## config.mk

```make
export PLATFORM = sky130hd
export DESIGN_NAME = serial_subtractor_flat
export DESIGN_NICKNAME = d
export VERILOG_FILES = /design/src/rtl/serial_subtractor_if.sv /design/src/rtl/serial_subtractor.sv /design/src/flat_wrapper.sv
export SDC_FILE = /design/constraint.sdc
export NUM_CORES = 1
export LEC_CHECK = 0
export CAP_MARGIN = 20
export CORE_MARGIN = 10
export CORE_UTILIZATION = 41
export CTS_BUF_LIST = sky130_fd_sc_hd__clkbuf_8
export DETAILED_ROUTE_END_ITERATION = 7
export GPL_TIMING_DRIVEN = 0
export PLACE_DENSITY = 0.61
export SLEW_MARGIN = 10
export SYNTH_ARGS = -nofsm -noshare
export SYNTH_HDL_FRONTEND = slang
export SYNTH_SLANG_ARGS = --single-unit
```

## constraint.sdc

```tcl
create_clock -name clk -period 3.6 [get_ports clk]
set_clock_uncertainty 0.05 [all_clocks]
set_input_delay 0.72 -clock clk [delete_from_list [all_inputs] [get_ports clk]]
set_output_delay 0.72 -clock clk [all_outputs]
set_load 0.005 [all_outputs]
```

## src/rtl/serial_subtractor_if.sv

```systemverilog
// Operand/result bundle for serial_subtractor: start/busy/done handshake plus data.
// With SERIAL_SUBTRACTOR_OVF_EN defined the bundle also carries the signed-overflow flag.
interface serial_subtractor_if #(
  parameter int WIDTH = 4
);

  logic             start;
  logic [WIDTH-1:0] a;
  logic [WIDTH-1:0] b;
  logic             bin;
  logic             busy;
  logic             done;
  logic [WIDTH-1:0] diff;
  logic             bout;
`ifdef SERIAL_SUBTRACTOR_OVF_EN
  logic             ovf;

  modport master (
    output start, a, b, bin,
    input  busy, done, diff, bout, ovf
  );

  modport slave (
    input  start, a, b, bin,
    output busy, done, diff, bout, ovf
  );
`else
  modport master (
    output start, a, b, bin,
    input  busy, done, diff, bout
  );

  modport slave (
    input  start, a, b, bin,
    output busy, done, diff, bout
  );
`endif

endinterface

```

## src/rtl/serial_subtractor.sv

```systemverilog
// Bit-serial subtractor: diff = a - b - bin, LSB first, one full-subtractor step per clock.
// Optional SERIAL_SUBTRACTOR_OVF_EN adds a registered signed-overflow flag (ovf).
//
// state | meaning
// IDLE  | waiting for start; last result held
// RUN   | one bit processed per edge, busy=1
// DONE  | one-cycle done pulse; start here is accepted like IDLE
module serial_subtractor #(
  parameter int WIDTH = 4
) (
  input logic               clk,
  input logic               rst_n,
  serial_subtractor_if.slave bus
);

  localparam int CW = (WIDTH > 1) ? $clog2(WIDTH) : 1;
  localparam logic [CW-1:0] LAST = CW'(WIDTH - 1);

  typedef enum logic [1:0] {
    IDLE = 2'd0,
    RUN  = 2'd1,
    DONE = 2'd2
  } state_t;

  state_t           state;
  state_t           state_next;
  logic             accept;
  logic             last_bit;

  logic [WIDTH-1:0] a_sh;
  logic [WIDTH-1:0] b_sh;
  logic [WIDTH-1:0] res_sh;
  logic [CW-1:0]    cnt;
  logic             br;

  logic             d_bit;
  logic             br_next;
  logic [WIDTH-1:0] res_next;

  logic [WIDTH-1:0] diff_q;
  logic             bout_q;
`ifdef SERIAL_SUBTRACTOR_OVF_EN
  logic             ovf_q;
`endif

  always_ff @(posedge clk or negedge rst_n) begin
    if (!rst_n) begin
      state <= IDLE;
    end else begin
      state <= state_next;
    end
  end

  always_comb begin
    state_next = state;
    accept     = 1'b0;
    last_bit   = 1'b0;
    case (state)
      IDLE: begin
        if (bus.start) begin
          accept     = 1'b1;
          state_next = RUN;
        end
      end
      RUN: begin
        if (cnt == LAST) begin
          last_bit   = 1'b1;
          state_next = DONE;
        end
      end
      DONE: begin
        if (bus.start) begin
          accept     = 1'b1;
          state_next = RUN;
        end else begin
          state_next = IDLE;
        end
      end
      default: state_next = IDLE;
    endcase
  end

  // Single full-subtractor cell on the current LSBs of the operand shifters.
  assign d_bit    = a_sh[0] ^ b_sh[0] ^ br;
  assign br_next  = (~a_sh[0] & b_sh[0]) | (~(a_sh[0] ^ b_sh[0]) & br);
  assign res_next = {d_bit, res_sh[WIDTH-1:1]};

  always_ff @(posedge clk or negedge rst_n) begin
    if (!rst_n) begin
      a_sh   <= '0;
      b_sh   <= '0;
      res_sh <= '0;
      cnt    <= '0;
      br     <= 1'b0;
      diff_q <= '0;
      bout_q <= 1'b0;
`ifdef SERIAL_SUBTRACTOR_OVF_EN
      ovf_q  <= 1'b0;
`endif
    end else if (accept) begin
      a_sh <= bus.a;
      b_sh <= bus.b;
      br   <= bus.bin;
      cnt  <= '0;
    end else if (state == RUN) begin
      a_sh   <= {1'b0, a_sh[WIDTH-1:1]};
      b_sh   <= {1'b0, b_sh[WIDTH-1:1]};
      br     <= br_next;
      res_sh <= res_next;
      cnt    <= cnt + 1'b1;
      if (last_bit) begin
        diff_q <= res_next;
        bout_q <= br_next;
`ifdef SERIAL_SUBTRACTOR_OVF_EN
        // On the final step the shifter LSBs are the operand sign bits and d_bit is diff's MSB.
        ovf_q  <= (a_sh[0] ^ b_sh[0]) & (d_bit ^ a_sh[0]);
`endif
      end
    end
  end

  assign bus.busy = (state == RUN);
  assign bus.done = (state == DONE);
  assign bus.diff = diff_q;
  assign bus.bout = bout_q;
`ifdef SERIAL_SUBTRACTOR_OVF_EN
  assign bus.ovf  = ovf_q;
`endif

endmodule

```

## src/flat_wrapper.sv

```systemverilog
// flat-port wrapper written by rule: the top's interface ports become plain ports
module serial_subtractor_flat 
#(
  parameter int WIDTH = 4
)
  (clk, rst_n, bus_start, bus_a, bus_b, bus_bin, bus_busy, bus_done, bus_diff, bus_bout);
  serial_subtractor_if #(.WIDTH(WIDTH)) bus_i ();
  input logic clk;
  input logic rst_n;
  input wire logic [$bits(bus_i.start)-1:0] bus_start;
  input wire logic [$bits(bus_i.a)-1:0] bus_a;
  input wire logic [$bits(bus_i.b)-1:0] bus_b;
  input wire logic [$bits(bus_i.bin)-1:0] bus_bin;
  output wire logic [$bits(bus_i.busy)-1:0] bus_busy;
  output wire logic [$bits(bus_i.done)-1:0] bus_done;
  output wire logic [$bits(bus_i.diff)-1:0] bus_diff;
  output wire logic [$bits(bus_i.bout)-1:0] bus_bout;
  assign bus_i.start = bus_start;
  assign bus_i.a = bus_a;
  assign bus_i.b = bus_b;
  assign bus_i.bin = bus_bin;
  assign bus_busy = bus_i.busy;
  assign bus_done = bus_i.done;
  assign bus_diff = bus_i.diff;
  assign bus_bout = bus_i.bout;
  serial_subtractor #(.WIDTH(WIDTH)) u_core (.clk(clk), .rst_n(rst_n), .bus(bus_i));
endmodule
```

==> summary.md <==
| Metric | Value |
|---|---|
| Status | finished clean |
| All-Layer GR Usage | 8.02% |
| Area Overhead vs Synth | 25.5% |
| WP data arrival | 1660 ps |
| Top FF cell, synth | dfrtp_1 |
| Worst path required time | 2830 ps |
| Post-Layout Cell Count | 142 |
| # DRC | 0 |
| Master of the slowest instance on the critical path | clkdlybuf4s50_1 |
| Maximum clock rate | 411 MHz |
| Crit path cell chain | buf_6 -> nand2b_4 -> buf_4 -> inv_2 -> clkdlybuf4s50_1 |
| DR iter-0 viols | 42 |
| Post-synth EDFFs | 0 |
| Worst vdd ir | 400 uV |
| Pre-CTS WS | 1440 ps |
| Pin count of the biggest net entering global routing | 22 |
| Asr flop ratio synth | 100% |
| Overall power | 1.07 mW |
| # setup viols final | 0 |
| Main combinational cell family by area after synthesis | simple AND/OR/NAND/NOR gates |
| CTS tree | done |
| Max Slew Vio Count | 0 |
| Initial antenna violation count | 0 |
| Die width | 70.1 um |
| Fin Hold WS | 441 ps |
| CTS Buf Count | 3 |
| Clock Latency Late Sink | 260 ps |
| Postcts setup bufs | 0 |
| Number of global-route vias before repair | 703 |
| Adder and majority gate portion of the synthesized area | 3.16% |
| DR WL/cell | 13.3 um |
| Root buffer cell | clkbuf_8 |
| FF+latch count, synth | 21 |
| Max Cap Violations | 0 |
| Number of I/O port buffers | 18 |
| Hold Violations, Final | 0 |
| Slew of the pin with the lowest slew margin | 943 ps |
| Tmin final | 2430 ps |
| Die area | 4920 sq um |
| Multiplexer area fraction after synthesis | 12.9% |
| Die height | 70.1 um |
| CTS Hold Bufs | 0 |
| Seq/Total Area, Yosys | 51.0% |
| Post-CTS resize count | 0 |
| DP Area | 1250 sq um |
| Nets | 127 |
| First-pass GRT wire length | 3350 um |
| Final Instance Area | 1290 sq um |
| CP Class | flop to primary output |
| Synth unique cells | 24 |
| Vias per cell | 4.94 |
| Hpwl dp | 1450 um |
| Max-slew headroom | 36.9% |
| XOR/XNOR Fraction of Synth Area | 0% |
| Syn Nets | 104 |
| Synth Area in Compound Gates | 11.5% |
| Fraction of layout cells with a size suffix above 1 | 15.2% |
| CP max FO | 10 |
| Vias | 701 |
| Sinks on the clock net | 21 |
| Final WL | 1880 um |
| RD Place Congestion | 0.662 |
| IO Pins | 19 |
| Rows | 18 |
| PwrDens | 829 nW/um^2 |
| Hold Path Class | flop to flop |
| Critical path's largest stage delay | 500 ps |
| CTS H-tree lvls | 1 |
| Antenna-violating nets left | 0 |
| Yosys warnings | 0 |
| Final WS setup | 1170 ps |
| Synthesized area per cell | 11.4 sq um |
| Clock-pin slew on the worst setup and hold paths | 80 ps |
| CP Launch Type | flop |
| Congestion Overflow GR | 0 |
| Simple-gate portion of the synthesized area | 14.3% |
| Post-Syn Instances | 90 |
| Initial Util | 42.3% |
| Crit path capture type | primary output |
| Crit share post-route | 67.6% |
| CTS Buffer Depth | 2 |
| Setup TNS | 0 ps |
| Placed insts | 138 |
| Initial DRT Pass Iterations | 4 |
| Utilization after layout | 53.1% |
| Leak Pwr | 0.606 nW |
| # diodes | 0 |
| Core ar. | 2430 sq um |
| Mapped Area | 1030 sq um |
| Unrepaired setup endpoints after global routing | false |
## cells in the mapped netlist, types with 2 or more instances
cell	n	area share (%)
o21ai_0	5	2.4
nand3_1	3	1.5
mux2i_1	5	4.9
o22ai_1	2	1.2
a211oi_1	5	3.6
dfrtp_1	21	51
nor2b_1	6	3.6
buf_6	3	3.3
nand2b_4	2	2.7
inv_1	6	2.2
mux2_4	4	5.8
a21oi_1	7	3.4
nand2_1	10	3.6
## cells in the final DEF, fill, tap and decap left out
cell type and instances:
dfrtp_1 21, clkdlybuf4s50_1 18, nand2_1 10, inv_1 7, a21oi_1 7, nor2b_1 6, mux2i_1 5, o21ai_0 5
a211oi_1 5, mux2_4 4, buf_6 3, nand3_1 3, clkbuf_8 3, nand2b_4 2, o22ai_1 2, buf_4 1
inv_2 1, buf_2 1, and2_1 1, nand3b_4 1, mux2_2 1, nor2_1 1, mux2_1 1, a22o_1 1
fa_1 1, ha_1 1
## logic make-up after synthesis
group	Yosys count
AOI/OAI and AO/OA	20
adders and majority gates	2
buffers and inverters	12
DFF	21
muxes	11
and+or+nand+nor	24
## power breakdown
group          leakage (nW)  internal [mW]  switching (mW)  total (mW)
sequential            0.257          0.349          0.0701       0.420
clock                0.0269         0.0759          0.0743       0.150
combinational         0.322          0.284           0.218       0.501
total                 0.606          0.709           0.362        1.07
## final timing paths
| path | from | endpoint | slack (ps) | depth (start not counted) |
|---|---|---|---|---|
| worst max-delay path | u_core.state[1]$_DFFE_PN0P_ | bus_busy | 1170 | 5 |
| worst min-delay path | u_core.res_sh[1]$_DFFE_PN0P_ | u_core.res_sh[1]$_DFFE_PN0P_ | 440 | 2 |
| worst max register to register | u_core.b_sh[0]$_DFFE_PN0P_ | u_core.br$_DFFE_PN0P_ | 2200 | 4 |
| worst min register to register | u_core.res_sh[1]$_DFFE_PN0P_ | u_core.res_sh[1]$_DFFE_PN0P_ | 440 | 2 |
| max in group asynchronous | rst_n | u_core.cnt[1]$_DFFE_PN0P_ | 1990 | 1 |
| min in group asynchronous | rst_n | u_core.bus.diff[0]$_DFFE_PN0P_ | 940 | 1 |
## routing by layer
layer,vias up,wire (um),part of all wire [%],track usage (%)
met5,-,0,0,0
met3,5,111,5.9,2.97
li1,348,-,-,-
met4,0,19,1.0,2.63
met2,15,849,45,11.5
met1,333,903,48,10.7
## critical path, delay by kind of cell (launching register included)
family / cells / cell delay (ps)
flip-flops: 1 / 380
buffers and inverters: 4 / 890
AND/OR/NAND/NOR: 1 / 140
## state kept, by name (all words and copies together), names as in the netlist
signal,count
u_core.res_sh,3
u_core.cnt,2
u_core.a_sh,4
u_core.state,2
u_core.b_sh,4
u_core.br,1
u_core.bus.diff,4
u_core.bus.bout,1
## final cells by class
type | count | area [sq um]
Buffer | 5 | 46.3
Clock inverter | 1 | 3.75
Timing Repair Buffer | 18 | 180
Sequential cell | 21 | 526
Clock buffer | 3 | 41.3
Multi-Input combinational cell | 57 | 432
Tap cell | 30 | 37.5
Fill cell | 232 | 1140
Inverter | 7 | 26.3
Power figures use the tool's default switching activity.
